**config.mk**
```make
export PLATFORM = sky130hd
export DESIGN_NAME = text_console_ctrl_flat
export DESIGN_NICKNAME = d
export VERILOG_FILES = /design/src/rtl/text_console_ctrl_if.sv /design/src/rtl/text_console_ctrl.sv /design/src/flat_wrapper.sv
export SDC_FILE = /design/constraint.sdc
export NUM_CORES = 1
export LEC_CHECK = 0
export BUFFER_PORTS_ARGS = -buffer_cell sky130_fd_sc_hd__buf_4
export CAP_MARGIN = 20
export CORE_ASPECT_RATIO = 0.8
export CORE_MARGIN = 2
export CORE_UTILIZATION = 50
export CTS_CLUSTER_SIZE = 40
export DETAILED_ROUTE_END_ITERATION = 10
export PLACE_DENSITY_LB_ADDON = 0.3
export SYNTH_ARGS = -nofsm -noshare
export SYNTH_HDL_FRONTEND = slang
export SYNTH_SLANG_ARGS = --single-unit
```
**constraint.sdc**
```tcl
create_clock -name sys_clk -period 4.5 [get_ports sys_clk]
set_input_delay 0.225 -clock sys_clk [delete_from_list [all_inputs] [get_ports sys_clk]]
set_output_delay 0.225 -clock sys_clk [all_outputs]
set_load 0.01 [all_outputs]
```
**src/rtl/text_console_ctrl_if.sv**
```systemverilog
`default_nettype none
// ----------------------------------------------------------------------------
// text_console_ctrl_if : character input handshake and char-RAM write port
// Revision: 1.0
// ----------------------------------------------------------------------------
interface text_console_ctrl_if;
  logic        ch_valid;
  logic [6:0]  ch_data;
  logic        ch_ready;
  logic        cls_req;
  logic        wvram;
  logic [12:0] vram_addr;
  logic [6:0]  vram_data;
  logic [5:0]  cursor_row;
  logic [6:0]  cursor_col;
  logic        busy;

  modport master (
    output ch_valid, ch_data, cls_req,
    input  ch_ready, wvram, vram_addr, vram_data, cursor_row, cursor_col, busy
  );

  modport slave (
    input  ch_valid, ch_data, cls_req,
    output ch_ready, wvram, vram_addr, vram_data, cursor_row, cursor_col, busy
  );
endinterface
`default_nettype wire

```
**src/rtl/text_console_ctrl.sv**
```systemverilog
`default_nettype none
// ----------------------------------------------------------------------------
// text_console_ctrl : text cursor and character-RAM writer with clear screen
// Revision: 1.0
// ----------------------------------------------------------------------------
module text_console_ctrl #(
  parameter int         COLS  = 80,
  parameter int         ROWS  = 60,
  parameter logic [6:0] BLANK = 7'h20
) (
  input  logic              sys_clk,
  input  logic              clr,
  text_console_ctrl_if.slave bus
);

  localparam logic [6:0]  LAST_COL  = 7'(COLS - 1);
  localparam logic [5:0]  LAST_ROW  = 6'(ROWS - 1);
  localparam logic [12:0] LAST_ADDR = 13'(ROWS * COLS - 1);

  typedef enum logic [1:0] {
    IDLE  = 2'd0,
    WRITE = 2'd1,
    CLEAR = 2'd2
  } state_t;

  state_t      state, state_nxt;
  logic        wvram_q, wvram_nxt;
  logic [12:0] addr_q, addr_nxt;
  logic [6:0]  data_q, data_nxt;
  logic [5:0]  row_q, row_nxt;
  logic [6:0]  col_q, col_nxt;
  logic [6:0]  code_q, code_nxt;

  // For the default 80 columns the multiply folds into two shifts and an add.
  function automatic logic [12:0] addr_of(input logic [5:0] r, input logic [6:0] c);
    if (COLS == 80)
      addr_of = ({7'd0, r} << 6) + ({7'd0, r} << 4) + {6'd0, c};
    else
      addr_of = ({7'd0, r} * 13'(COLS)) + {6'd0, c};
  endfunction

  logic       printable, is_newline, is_bs, at_origin;
  logic [5:0] row_inc;
  logic [5:0] bs_row;
  logic [6:0] bs_col;

  assign printable  = (bus.ch_data >= 7'h20) && (bus.ch_data <= 7'h7E);
  assign is_newline = (code_q == 7'h0A) || (code_q == 7'h0D);
  assign is_bs      = (code_q == 7'h08);
  assign at_origin  = (row_q == 6'd0) && (col_q == 7'd0);
  assign row_inc    = (row_q == LAST_ROW) ? 6'd0 : row_q + 6'd1;

  // Backspace target; at the origin it stays put.
  always_comb begin
    bs_row = row_q;
    bs_col = col_q;
    if (col_q != 7'd0) begin
      bs_col = col_q - 7'd1;
    end else if (row_q != 6'd0) begin
      bs_row = row_q - 6'd1;
      bs_col = LAST_COL;
    end
  end

  always_comb begin
    state_nxt = state;
    wvram_nxt = 1'b0;
    addr_nxt  = addr_q;
    data_nxt  = data_q;
    row_nxt   = row_q;
    col_nxt   = col_q;
    code_nxt  = code_q;
    case (state)
      IDLE: begin
        if (bus.cls_req) begin
          state_nxt = CLEAR;
          wvram_nxt = 1'b1;
          addr_nxt  = 13'd0;
          data_nxt  = BLANK;
        end else if (bus.ch_valid) begin
          state_nxt = WRITE;
          code_nxt  = bus.ch_data;
          if (printable) begin
            wvram_nxt = 1'b1;
            addr_nxt  = addr_of(row_q, col_q);
            data_nxt  = bus.ch_data;
          end else if ((bus.ch_data == 7'h08) && !at_origin) begin
            wvram_nxt = 1'b1;
            addr_nxt  = addr_of(bs_row, bs_col);
            data_nxt  = BLANK;
          end
        end
      end
      WRITE: begin
        state_nxt = IDLE;
        if ((code_q >= 7'h20) && (code_q <= 7'h7E)) begin
          if (col_q == LAST_COL) begin
            col_nxt = 7'd0;
            row_nxt = row_inc;
          end else begin
            col_nxt = col_q + 7'd1;
          end
        end else if (is_newline) begin
          col_nxt = 7'd0;
          row_nxt = row_inc;
        end else if (is_bs) begin
          row_nxt = bs_row;
          col_nxt = bs_col;
        end
      end
      CLEAR: begin
        if (addr_q == LAST_ADDR) begin
          state_nxt = IDLE;
          row_nxt   = 6'd0;
          col_nxt   = 7'd0;
        end else begin
          wvram_nxt = 1'b1;
          addr_nxt  = addr_q + 13'd1;
        end
      end
      default: state_nxt = IDLE;
    endcase
  end

  always_ff @(posedge sys_clk or posedge clr) begin
    if (clr) begin
      state   <= IDLE;
      wvram_q <= 1'b0;
      addr_q  <= 13'd0;
      data_q  <= 7'd0;
      row_q   <= 6'd0;
      col_q   <= 7'd0;
      code_q  <= 7'd0;
    end else begin
      state   <= state_nxt;
      wvram_q <= wvram_nxt;
      addr_q  <= addr_nxt;
      data_q  <= data_nxt;
      row_q   <= row_nxt;
      col_q   <= col_nxt;
      code_q  <= code_nxt;
    end
  end

  assign bus.ch_ready   = (state == IDLE) && !bus.cls_req;
  assign bus.busy       = (state != IDLE);
  assign bus.wvram      = wvram_q;
  assign bus.vram_addr  = addr_q;
  assign bus.vram_data  = data_q;
  assign bus.cursor_row = row_q;
  assign bus.cursor_col = col_q;

endmodule
`default_nettype wire

```
**src/flat_wrapper.sv**
```systemverilog
// flat-port wrapper written by rule: the top's interface ports become plain ports
module text_console_ctrl_flat 
#(
  parameter int         COLS  = 80,
  parameter int         ROWS  = 60,
  parameter logic [6:0] BLANK = 7'h20
)
  (sys_clk, clr, bus_ch_valid, bus_ch_data, bus_cls_req, bus_ch_ready, bus_wvram, bus_vram_addr, bus_vram_data, bus_cursor_row, bus_cursor_col, bus_busy);
  text_console_ctrl_if bus_i ();
  input  logic sys_clk;
  input  logic clr;
  input wire logic [$bits(bus_i.ch_valid)-1:0] bus_ch_valid;
  input wire logic [$bits(bus_i.ch_data)-1:0] bus_ch_data;
  input wire logic [$bits(bus_i.cls_req)-1:0] bus_cls_req;
  output wire logic [$bits(bus_i.ch_ready)-1:0] bus_ch_ready;
  output wire logic [$bits(bus_i.wvram)-1:0] bus_wvram;
  output wire logic [$bits(bus_i.vram_addr)-1:0] bus_vram_addr;
  output wire logic [$bits(bus_i.vram_data)-1:0] bus_vram_data;
  output wire logic [$bits(bus_i.cursor_row)-1:0] bus_cursor_row;
  output wire logic [$bits(bus_i.cursor_col)-1:0] bus_cursor_col;
  output wire logic [$bits(bus_i.busy)-1:0] bus_busy;
  assign bus_i.ch_valid = bus_ch_valid;
  assign bus_i.ch_data = bus_ch_data;
  assign bus_i.cls_req = bus_cls_req;
  assign bus_ch_ready = bus_i.ch_ready;
  assign bus_wvram = bus_i.wvram;
  assign bus_vram_addr = bus_i.vram_addr;
  assign bus_vram_data = bus_i.vram_data;
  assign bus_cursor_row = bus_i.cursor_row;
  assign bus_cursor_col = bus_i.cursor_col;
  assign bus_busy = bus_i.busy;
  text_console_ctrl #(.COLS(COLS), .ROWS(ROWS), .BLANK(BLANK)) u_core (.sys_clk(sys_clk), .clr(clr), .bus(bus_i));
endmodule
```
; ---- Yosys cells after proc, flatten, opt, wreduce, memory -nomap -nowiden
; Index checks and enable logic that the tools add are counted.
[op_classes]
n_addsub = 9
mul = 0
n_div = 0
n_lt_le_gt_ge = 4
eq_ne = 15
n_shift = 0
mux = 37
bitwise_logic = 1
n_reduce_logical = 24
[op_table]
columns = op, count
row1 = 2-to-1 mux 7 bit, 11
row2 = 2-to-1 mux 13 bit, 5
row3 = 2-to-1 mux 6 bit, 8
row4 = "equality test 7 x 4 -> 1 bit, second input constant", 4
row5 = adder 12 x 10 -> 13 bit, 2
row6 = adder 13 x 7 -> 13 bit, 2
row7 = one-hot mux 13 bit (2 select lines), 1
row8 = ">= comparator 7 x 6 -> 1 bit, second input constant", 2
row9 = "<= comparator 7 bit, second input constant", 2
row10 = one-hot mux 7 bit (2 select lines), 1
row11 = "adder 13 x 1 -> 13 bit, second input constant", 1
row12 = "equality test 13 bit, second input constant", 1
row13 = one-hot mux 6 bit (2 select lines), 1
row14 = AND reduction 3 bit, 3
row15 = AND reduction 4 bit, 2
row16 = nonzero test 2 bit, 4
row17 = "adder 7 x 1 -> 7 bit, second input constant", 1
row18 = "equality test 7 bit, second input constant", 1
row19 = logical NOT 7 bit, 1
row20 = nonzero test 7 bit, 1
row21 = "subtractor 7 x 1 -> 7 bit, second input constant", 1
row22 = "adder 6 x 1 -> 6 bit, second input constant", 1
row23 = "equality test 6 bit, second input constant", 1
row24 = logical NOT 6 bit, 1
row25 = other kinds (20), 32
[totals]
ff_bits = 43
latchBits = 0
ramBits = 0
romBits = 0
input_bits = 11
output_inout_bits = 36
word_cells = 97
n_memories = 0

; ---- Logic depth before layout (Yosys ltp)
; Gate-level depths: netlist (run 1).
[depth]
ltp_word = 10
ltp_mapped = 15
ltp_nobuf = 15

; ---- Least setup slack after synthesis (run 1)
; OpenSTA, ideal clock, no wires.
[synth_path]
kind = reg-to-reg
from = reg u_core.col_q[0], in the netlist u_core.bus.cursor_col[0]
to = reg u_core.addr_q[11], in the netlist u_core.bus.vram_addr[11]
setup_ns = 0.132
arrival_ns = 3.801
required_ns = 4.368
setup_slack_ns = 0.567
stages_incl_launch_ff = 16
n_path_buf = 0
synth_period_minus_slack_ns = 3.933
path_cell_list = dfrtp_1 > inv_1 > ha_1 > nor2b_1 > a2111oi_0 > nand2_1 > xnor2_1 > ha_1 > ha_1 > fa_1 > a211oi_1 > o21bai_1 > a21oi_1 > xor2_1 > a31oi_1 > nand4_1
[synth_via]
elab_chain_len = 9
elab_cells_between_ends = 19
classes_between = add/sub (4) / eq/ne (1) / mux (8) / reduce/logical (6)
[synth_lines]
columns = item, line_no
row1 = "start, declared", text_console_ctrl.sv:31  ; logic [6:0] col_q, col_nxt;
row2 = "start signal, assigned", text_console_ctrl.sv:140  ; col_q <= col_nxt;
row3 = nonzero test 7 bit, text_console_ctrl.sv:57  ; if (col_q != 7'd0) begin
row4 = 2-to-1 mux 6 bit, text_console_ctrl.sv:57
row5 = adder 12 x 10 -> 13 bit, text_console_ctrl.sv:37  ; addr_of = ({7'd0, r} << 6) + ({7'd0, r} << 4) + {6'd0, c};
row6 = adder 13 x 7 -> 13 bit, text_console_ctrl.sv:37
row7 = 2-to-1 mux 13 bit, text_console_ctrl.sv:87  ; end else if ((bus.ch_data == 7'h08) && !at_origin) begin
row8 = 2-to-1 mux 13 bit, text_console_ctrl.sv:83  ; if (printable) begin
row9 = 2-to-1 mux 13 bit, text_console_ctrl.sv:80  ; end else if (bus.ch_valid) begin
row10 = 2-to-1 mux 13 bit, text_console_ctrl.sv:75  ; if (bus.cls_req) begin
row11 = one-hot mux 13 bit (2 select lines), text_console_ctrl.sv:73  ; case (state)
row12 = "end signal, assigned", text_console_ctrl.sv:137  ; addr_q <= addr_nxt;
row13 = "end, declared", text_console_ctrl.sv:28  ; logic [12:0] addr_q, addr_nxt;
; Parallel ways exist; a longest one is shown, timed or not. The select of a mux whose other input is x is not followed.
; A chain may end at the register's enable or synchronous reset.

; ---- Worst setup path in the final report (run 1)
; Ends and elaborated chain as after synthesis.

==> out/qor.txt, run 1 <==
Status: completed
Power Density: 808 nW/µm²
# Post-CTS Setup Buffers: 0
CP max stage delay: 0.61 ns
Syn avg cell area: 8.64 µm²
Max-Cap Viols: 0
DRT antenna net count: 0
Post-Syn Nets: 491
Met1 GRT Util: 0.389
Gr busiest metal: met2
Inserted Clock Buffers: 5
Critical path's top delay family: compound AO/OA/AOI/OAI gates
Max-slew violations: 0
Area Growth Syn to Fin: 15.1%
Root buffer cell: clkbuf_8
Peak supply drop: 0.413 mV
Share of the yosys chip area belonging to registers: 0.280
Ys Warns: 0
Place WS: 0.450 ns
Initial core utilization: 0.518
Synth Area in Compound Gates: 0.250
Register Area: 1080 µm²
Initial DRC count: 281
Final HPWL DP: 8.29 mm
# resized after CTS: 0
CP max stage cell: a2111oi_1
Most frequent cells after synthesis: dfrtp_1 (43), nand2_1 (41), nor2_1 (35)
Startpoint Class: flip-flop
Hold Vio Cnt, Final: 0
Vias in the first global route: 3310
Drc violations: 0
Post-placement cell area: 4290 µm²
Share of cells above drive strength 1: 0.189
Met3 usage: 0.0589
GR Layer Usage met2: 0.405
Final Cell Area: 4430 µm²
# IOs: 47
CP required: 4.68 ns
Crit path cell chain: inv_1 > ha_1 > nor2b_1 > a2111oi_1 > nand2_1 > xnor2_1 > ha_1 > ha_1 > fa_1 > a211oi_1 > o21bai_1 > a21oi_1 > xor2_1 > a31oi_1 > nand4_1
CTS Sinks: 43
Adder-cell share of the synthesized area: 0.122
Die area: 8410 µm²
Worst EP arrival: 4.33 ns
Setup-failing EPs final: 0
Clock slew at reported path FFs: 0.08 ns
Via/cell ratio: 6.27
FMAX: 241 MHz
First-pass GRT wire length: 17.4 mm
Post-Syn Instances: 445
Ranking of synthesized cells by area: dfrtp_1 (28%), ha_1 (10%), nand2_1 (4.0%)
Worst-Margin Slew: 0.795 ns
Most frequent CP cell: ha_1
Buffers on Ports: 46
Die height: 82.4 µm
Crit Path Max Fanout: 8
Simple-Gate Fraction of Synth Area: 0.226
Final TNS setup: 0 ns
Hold-fix buffers at CTS: 0
CTS tree: done
WP buf/inv: 1
NumNets Final: 533
Most common cell in the netlist: dfrtp_1
Clk buf depth: 2
TritonRoute pass-1 iters: 4
GRT Overall Usage: 0.265
Asr flop ratio synth: 1.00
Crit. End Element: flip-flop
Mux cell area share after synthesis: 0.0433
Ant diodes: 0
DR WL/cell: 18.6 µm
Headroom to the max-slew limit: 0.467
Static leakage: 1.94 nW
H-Tree Depth: 2
Top_reg_cell synth: dfrtp_1
Post-synth top area share: 0.280
Mapped Area: 3840 µm²
Antenna violations before repair: 0
CP Class: reg -> reg
RSZ-0062 raised after global routing: no
WL final: 11.0 mm
Clock Skew: 0.00308 ns
Width of the die: 102 µm
EDFF count, synth: 0
Row Count: 28
Clock insertion delay at the later pin of the skew report: 0.29 ns
Final min period: 4.16 ns
Via count: 3717
Largest net degree at the start of global routing: 44
FF-to-FF setup slack: 0.34 ns
#FFs+latches synth: 43
Unique masters post-synth: 68
GP Congestion: 0.965
Core area: 7430 µm²
Core Util, Final: 0.596
Fillcell total: 691
Yosys top cell by area: dfrtp_1
Total grt overflow: 0
Largest family of logic cells by synthesized area: compound AO/OA/AOI/OAI gates
Post-Synth XOR/XNOR Area: 0.0319
Area of the multi-input gates: 2590 µm²
Path type of the worst min-delay path: in -> async
Setup ws final: 0.345 ns
Fin crit share: 0.923
==> metrics by stage <==
| stage | hold slack, ns | total power [mW] | cells |
|---|---|---|---|
| after global placement | 0.403 | 3.12 | 585 |
| final | 0.0541 | 3.58 | 593 |
| after detailed placement | 0.406 | 3.16 | 585 |
| after CTS | 0.0908 | 3.53 | 593 |
| after floorplan | 0.365 | 2.46 | 445 |
| after global routing | 0.119 | 3.86 | 593 |
==> layout make-up <==
cell class,instances,share of cell area
Tap cell,105,0.0297
Clock buffer,6,0.0164
Timing Repair Buffer,56,0.0950
Inverter,20,0.0170
Multi-Input combinational cell,361,0.585
Sequential cell,43,0.243
Clock inverter,2,0.0136
==> where the power goes <==
| part | switching, mW | internal [mW] |
|---|---|---|
| clock | 0.136 | 0.222 |
| sequential | 0.184 | 0.536 |
| combinational | 1.46 | 1.04 |
| total | 1.78 | 1.80 |
==> cells in the final DEF, fill, tap and decap left out, types with 9 or more instances in the layout <==
cell type   n
o21ai_0    24
nor2_1     35
dfrtp_1    43
nand2_1    41
ha_1       31
a21oi_1    24
inv_1      19
buf_4      56
a22o_1     11
nand3_1    20
mux2_2     13
xnor2_1     9
nor3_1     11
==> worst register-to-register path, cell delays in order, from the launching register on <==
cell and delay, ns:
dfrtp_1 0.49, inv_1 0.15, ha_1 0.26, nor2b_1 0.20, a2111oi_1 0.61, nand2_1 0.21
xnor2_1 0.19, ha_1 0.30, ha_1 0.22, fa_1 0.40, a211oi_1 0.34, o21bai_1 0.12
a21oi_1 0.19, xor2_1 0.08, a31oi_1 0.17, nand4_1 0.10
==> flip-flops by register name (all words and copies together) (netlist names) <==
| name | flops |
|---|---|
| u_core.bus.cursor_col | 7 |
| u_core.bus.cursor_row | 6 |
| u_core.bus.vram_addr | 13 |
| u_core.bus.vram_data | 7 |
| u_core.bus.wvram | 1 |
| u_core.code_q | 7 |
| u_core.state | 2 |
==> cell families after synthesis <==
group / count (synthesis)
multiplexers: 15
buffers and inverters: 41
AND/OR/NAND/NOR: 164
adder cells (fa/ha/maj): 35
XOR/XNOR: 14
flip-flops: 43
AO/OA/AOI/OAI: 133
==> routing by layer <==
metal | wire length, µm | vias to the layer above | share of wire
met5 | 0 | - | 0
met2 | 4820 | 163 | 0.44
li1 | - | 1750 | -
met4 | 102 | 0 | 0.0092
met3 | 944 | 18 | 0.086
met1 | 5170 | 1786 | 0.47
==> worst paths after layout <==
path                                                       from                              endpoint  cells past startpoint
setup / recovery           u_core.bus.cursor_col[0]$_DFFE_PP0P_  u_core.bus.vram_addr[11]$_DFFE_PP0P_                     15
hold / removal                                              clr   u_core.bus.vram_data[6]$_DFFE_PP0P_                      3
setup reg to reg           u_core.bus.cursor_col[0]$_DFFE_PP0P_  u_core.bus.vram_addr[11]$_DFFE_PP0P_                     15
hold reg to reg             u_core.bus.vram_data[5]$_DFFE_PP0P_   u_core.bus.vram_data[5]$_DFFE_PP0P_                      1
max in group asynchronous                                   clr  u_core.bus.cursor_row[5]$_DFFE_PP0P_                      3
min in group sys_clk                             bus_ch_data[0]   u_core.bus.vram_data[0]$_DFFE_PP0P_                      2
Note: power is estimated with default switching activity, not from simulation.
==> run 2, diff against run 1 <==
--- a/config.mk
+++ b/config.mk
@@ -7,9 +7,11 @@
 export LEC_CHECK = 0
 export BUFFER_PORTS_ARGS = -buffer_cell sky130_fd_sc_hd__buf_4
 export CAP_MARGIN = 20
+export CELL_PAD_IN_SITES_DETAIL_PLACEMENT = 2
+export CELL_PAD_IN_SITES_GLOBAL_PLACEMENT = 2
 export CORE_ASPECT_RATIO = 0.8
 export CORE_MARGIN = 2
-export CORE_UTILIZATION = 50
+export CORE_UTILIZATION = 36
 export CTS_CLUSTER_SIZE = 40
 export DETAILED_ROUTE_END_ITERATION = 10
 export PLACE_DENSITY_LB_ADDON = 0.3
==> run 2 against run 1 <==
  * Non-clock buffer count grew 5
  * First-iteration DRC count shrank 18%
  * Worst hold slack gained 0.038 ns
  * Via count grew 2.1%
  * Critical path type unchanged
  * Critical endpoint unchanged
  * Largest power group unchanged
==> out/qor.txt, run 2 (synthesis gave the netlist of run 1 again) <==
Switch share: 0.515
DR WL/cell: 22.9 µm
Worst-Margin Slew: 0.942 ns
Setup ws final: 0.333 ns
Most frequent cells in the layout: buf_4 (61), dfrtp_1 (43), nand2_1 (41), nor2_1 (35), ha_1 (31)
Ant diodes: 0
Headroom to the max-slew limit: 0.370
CP max stage delay: 0.50 ns
WL final: 14.5 mm
Share of cells above drive strength 1: 0.201
Row Count: 33
Max-slew violations: 0
Buffers on Ports: 46
Clock Skew: 0.00399 ns
Crit Path Max Fanout: 8
Most frequent CP cell: ha_1
GP Congestion: 0.911
Drc violations: 0
Startpoint Class: flip-flop
Reg power frac: 0.183
Area Growth Syn to Fin: 18.3%
Final min period: 4.17 ns
Core area: 10300 µm²
CTS Sinks: 43
Crit path cell chain: inv_1 > ha_1 > nor2b_1 > a2111oi_2 > nand2_1 > xnor2_1 > ha_1 > ha_1 > fa_1 > a211oi_1 > o21bai_1 > a21oi_1 > xor2_1 > a31oi_1 > nand4_1
Clock insertion delay at the later pin of the skew report: 0.30 ns
Clk pwr share: 0.113
RSZ-0062 raised after global routing: no
Cell Int Power: 1.86 mW
Final Cell Area: 4550 µm²
Net switching power of the design: 1.98 mW
Initial DRC count: 231
Via/cell ratio: 6.00
First-pass GRT wire length: 23.4 mm
Comb power frac: 0.704
Max FFs per register: 13
Root buffer cell: clkbuf_16
Clock slew at reported path FFs: 0.07 ns
Hold Vio Cnt, Final: 0
Static leakage: 1.98 nW
TritonRoute pass-1 iters: 4
Power Density: 844 nW/µm²
H-Tree Depth: 2
Max-Cap Viols: 0
Place WS: 0.333 ns
Core Util, Final: 0.441
Die area: 11500 µm²
Via count: 3795
Hold WS: 0.0922 ns
Total grt overflow: 0
Final TNS setup: 0 ns
Placed cell count: 625
CP max stage cell: dfrtp_1
Worst EP arrival: 4.34 ns
CP required: 4.67 ns
CTS tree: done
Cell Count, Final, Fillers Out: 633
Post-placement cell area: 4370 µm²
Post-layout power: 3.84 mW
Clk buf depth: 2
Die height: 96.4 µm
Vias in the first global route: 4151
CP Class: reg -> reg
Fin crit share: 0.926
NumNets Final: 538
Peak supply drop: 0.321 mV
Width of the die: 120 µm
Crit. End Element: flip-flop
Most common cell after layout, fill and taps aside: buf_4
Antenna violations before repair: 0
Path type of the worst min-delay path: in -> async
# IOs: 47
# Post-CTS Setup Buffers: 0
Inserted Clock Buffers: 5
Final HPWL DP: 10.9 mm
FMAX: 240 MHz
Setup-failing EPs final: 0
Initial core utilization: 0.372
GRT Overall Usage: 0.261
Status: completed
DRT antenna net count: 0
Largest net degree at the start of global routing: 44
## run 2: cell count changes in the layout (fill, tap and decap cells not counted)
cell       previous run  this run
clkbuf_16             0         5
a2111oi_2             0         1
bufinv_16             2         1
clkinv_2              0         1
buf_4                56        61
clkbuf_8              5         0
a2111oi_1             1         0
clkbuf_1              1         0
clkinv_4              0         1
## run 2: power by group through the flow
stage | registers (mW) | logic [mW] | clock network [mW]
2_1_floorplan | 0.734 | 1.73 | 0
3_3_place_gp | 0.680 | 2.52 | 0
3_5_place_dp | 0.701 | 2.65 | 0
4_1_cts | 0.696 | 2.70 | 0.441
5_1_grt | 0.723 | 2.99 | 0.454
6_report | 0.702 | 2.71 | 0.434
## run 2: path summary, 6_finish.rpt
kind                                                       from                                    to  slack (ns)  cells past startpoint
setup / recovery           u_core.bus.cursor_col[0]$_DFFE_PP0P_  u_core.bus.vram_addr[11]$_DFFE_PP0P_        0.33                     15
min in group sys_clk                             bus_ch_data[0]   u_core.bus.vram_data[0]$_DFFE_PP0P_        0.21                      2
hold / removal                                              clr   u_core.bus.vram_data[2]$_DFFE_PP0P_        0.09                      3
hold reg to reg             u_core.bus.vram_data[0]$_DFFE_PP0P_   u_core.bus.vram_data[0]$_DFFE_PP0P_        0.51                      1
max in group asynchronous                                   clr  u_core.bus.cursor_row[5]$_DFFE_PP0P_        4.00                      3
setup reg to reg           u_core.bus.cursor_col[0]$_DFFE_PP0P_  u_core.bus.vram_addr[11]$_DFFE_PP0P_        0.33                     15
## run 2: metal layers
layer  global-route usage  share of wire  vias up
met5                    0              0        -
met2                0.438           0.47       64
met3               0.0346          0.034       12
li1                     -              -     1761
met4               0.0510         0.0090        0
met1                0.364           0.49     1958
## run 2: repair_timing
| item | 4_1_cts | 5_1_grt |
|---|---|---|
| setup endpoints to repair | 0 | 5 |
| resized for setup | 0 | 2 |
| hold buffers | 0 | 0 |
## run 2: area by class of cell
class                      count  area (µm²)
timing repair buffer          61         458
inverter                      20        75.1
clock buffer                   5         125
sequential                    43        1080
multi-input combinational    361        2600
tap                          140         175
clock inverter                 3        43.8
fill                        1154        5770
## run 2: critical path, delay by kind of cell (launching register included)
family | cells | cell delay, ns
flops | 1 | 0.50
buf+inv | 1 | 0.16
compound gates | 5 | 1.34
simple gates | 3 | 0.54
fa+ha+maj | 4 | 1.23
xor+xnor | 2 | 0.27
==> run 3, diff against run 2 <==
--- a/config.mk
+++ b/config.mk
@@ -5,16 +5,16 @@
 export SDC_FILE = /design/constraint.sdc
 export NUM_CORES = 1
 export LEC_CHECK = 0
-export BUFFER_PORTS_ARGS = -buffer_cell sky130_fd_sc_hd__buf_4
 export CAP_MARGIN = 20
 export CELL_PAD_IN_SITES_DETAIL_PLACEMENT = 2
 export CELL_PAD_IN_SITES_GLOBAL_PLACEMENT = 2
 export CORE_ASPECT_RATIO = 0.8
-export CORE_MARGIN = 2
-export CORE_UTILIZATION = 36
+export CORE_UTILIZATION = 39
 export CTS_CLUSTER_SIZE = 40
 export DETAILED_ROUTE_END_ITERATION = 10
+export DONT_BUFFER_PORTS = 1
 export PLACE_DENSITY_LB_ADDON = 0.3
+export SKIP_LAST_GASP = 1
 export SYNTH_ARGS = -nofsm -noshare
 export SYNTH_HDL_FRONTEND = slang
 export SYNTH_SLANG_ARGS = --single-unit
==> run 3 against run 2 <==
  * Combinational power down 9.2%
  * Clock power shrank 9.7%
  * Sequential power up 5.3%
  * Register-to-register slack improved by 0.09 ns
  * Highest routed layer unchanged
  * Critical path type unchanged
  * First-iteration DRC count decreased by 40%
  * Clock skew up 0.0063 ns
  * Clock-buffer cell count unchanged
==> out/qor.txt, run 3 (synthesis gave the netlist of run 1 again) <==
Status: completed
Ant diodes: 0
Via/cell ratio: 6.48
# IOs: 47
Clk pwr share: 0.109
Vias in the first global route: 3943
Worst r2r src: u_core.bus.cursor_row[1]$_DFFE_PP0P_
Initial DRC count: 138
Clock slew at reported path FFs: 0.07 ns
GRT Overall Usage: 0.280
Worst-Margin Slew: 0.978 ns
FF-to-FF setup slack: 0.42 ns
GP Congestion: 0.878
CTS Sinks: 43
Net switching power of the design: 1.93 mW
Hold Vio Cnt, Final: 0
WL final: 13.6 mm
Max-slew violations: 0
Total grt overflow: 0
Buffers on Ports: 0
Comb power frac: 0.685
Clock Skew: 0.0102 ns
Die height: 90.8 µm
Most frequent cells in the layout: dfrtp_1 (43), nand2_1 (41), nor2_1 (35), ha_1 (31)
Static leakage: 1.73 nW
TritonRoute pass-1 iters: 4
RSZ-0062 raised after global routing: no
Power Density: 864 nW/µm²
Setup-failing EPs final: 0
First-pass GRT wire length: 22.2 mm
Core area: 9610 µm²
Final min period: 4.08 ns
Share of cells above drive strength 1: 0.116
Root buffer cell: clkbuf_16
Headroom to the max-slew limit: 0.339
Inserted Clock Buffers: 5
Cell Count, Final, Fillers Out: 567
Reg power frac: 0.206
NumNets Final: 493
Final TNS setup: 0 ns
Crit Path Max Fanout: 10
Width of the die: 113 µm
Fin crit share: 0.906
CTS tree: done
Worst EP arrival: 4.27 ns
R2R depth: 13
Row Count: 32
Max-Cap Viols: 0
Peak supply drop: 0.319 mV
DRT antenna net count: 0
Crit. End Element: flip-flop
# Post-CTS Setup Buffers: 0
FMAX: 245 MHz
Cell Int Power: 1.67 mW
Hold WS: 0.0643 ns
# resized after CTS: 0
CP Class: reg -> reg
Clock insertion delay at the later pin of the skew report: 0.31 ns
Via count: 3673
Startpoint Class: flip-flop
Hold_sp: bus_ch_data[1]
CP required: 4.70 ns
Max FFs per register: 13
Worst r2r dst: u_core.bus.vram_addr[12]$_DFFE_PP0P_
Clk buf depth: 2
H-Tree Depth: 2
Hold EP: u_core.bus.vram_data[1]$_DFFE_PP0P_
Antenna violations before repair: 0
Largest net degree at the start of global routing: 44
Path type of the worst min-delay path: in -> reg
Area Growth Syn to Fin: 8.23%
Final HPWL DP: 10.1 mm
Worst Hold Path Cells: 1
Initial core utilization: 0.400
Most common cell after layout, fill and taps aside: dfrtp_1
Placed cell count: 558
Switch share: 0.536
Die area: 10300 µm²
DR WL/cell: 23.9 µm
Hold-fix buffers at CTS: 1
Drc violations: 0
run 3: cell type report:
class	instances	area (µm²)
inverter	20	75.1
clock buffer	5	125
tap	119	149
fill	1116	5450
clock inverter	3	23.8
timing repair buffer	16	123
sequential	43	1080
multi-input combinational	361	2590
run 3: metal layers:
metal	track usage	part of all wire
met1	0.393	0.48
met2	0.443	0.46
met3	0.0436	0.052
met4	0.0800	0.012
met5	0	0
run 3: power by group through the flow:
stage / combinational (mW) / sequential [mW] / clock [mW]
floorplan: 1.73 / 0.734 / 0
global placement: 2.32 / 0.732 / 0
CTS: 2.47 / 0.740 / 0.399
global route: 2.73 / 0.767 / 0.404
detailed placement: 2.41 / 0.746 / 0
finish: 2.46 / 0.739 / 0.392
run 3: critical path, stage by stage (launching register included):
cell,delay [ns]
dfrtp_1,0.58
inv_1,0.09
ha_1,0.22
nor3b_2,0.21
a211oi_4,0.47
xnor2_1,0.32
fa_1,0.56
ha_1,0.32
a211oi_1,0.27
o21bai_1,0.12
a21o_1,0.21
a21oi_1,0.18
o311ai_0,0.16
a22o_1,0.24
run 3: metrics by stage:
step | util | worst slack [ns] | total power, mW | instance area (µm²)
floorplan | - | 0.567 | 2.46 | 3840
global placement | 0.417 | 0.584 | 3.05 | 4000
detailed placement | 0.417 | 0.430 | 3.16 | 4000
CTS | 0.433 | 0.406 | 3.61 | 4160
global route | 0.433 | 0.0841 | 3.90 | 4160
finish | 0.433 | 0.422 | 3.59 | 4160
run 3: worst max-delay path by stage:
| stage | from | to |
|---|---|---|
| 6_report | u_core.bus.cursor_row[1]$_DFFE_PP0P_ | u_core.bus.vram_addr[12]$_DFFE_PP0P_ |
| 5_1_grt | u_core.bus.cursor_row[1]$_DFFE_PP0P_ | u_core.bus.vram_addr[10]$_DFFE_PP0P_ |
| 4_1_cts | u_core.bus.cursor_row[1]$_DFFE_PP0P_ | u_core.bus.vram_addr[12]$_DFFE_PP0P_ |
| 3_5_place_dp | u_core.bus.cursor_row[1]$_DFFE_PP0P_ | u_core.bus.vram_addr[12]$_DFFE_PP0P_ |
| 3_3_place_gp | u_core.bus.cursor_row[1]$_DFFE_PP0P_ | u_core.bus.vram_addr[11]$_DFFE_PP0P_ |
| 2_1_floorplan | u_core.bus.cursor_col[0]$_DFFE_PP0P_ | u_core.bus.vram_addr[11]$_DFFE_PP0P_ |
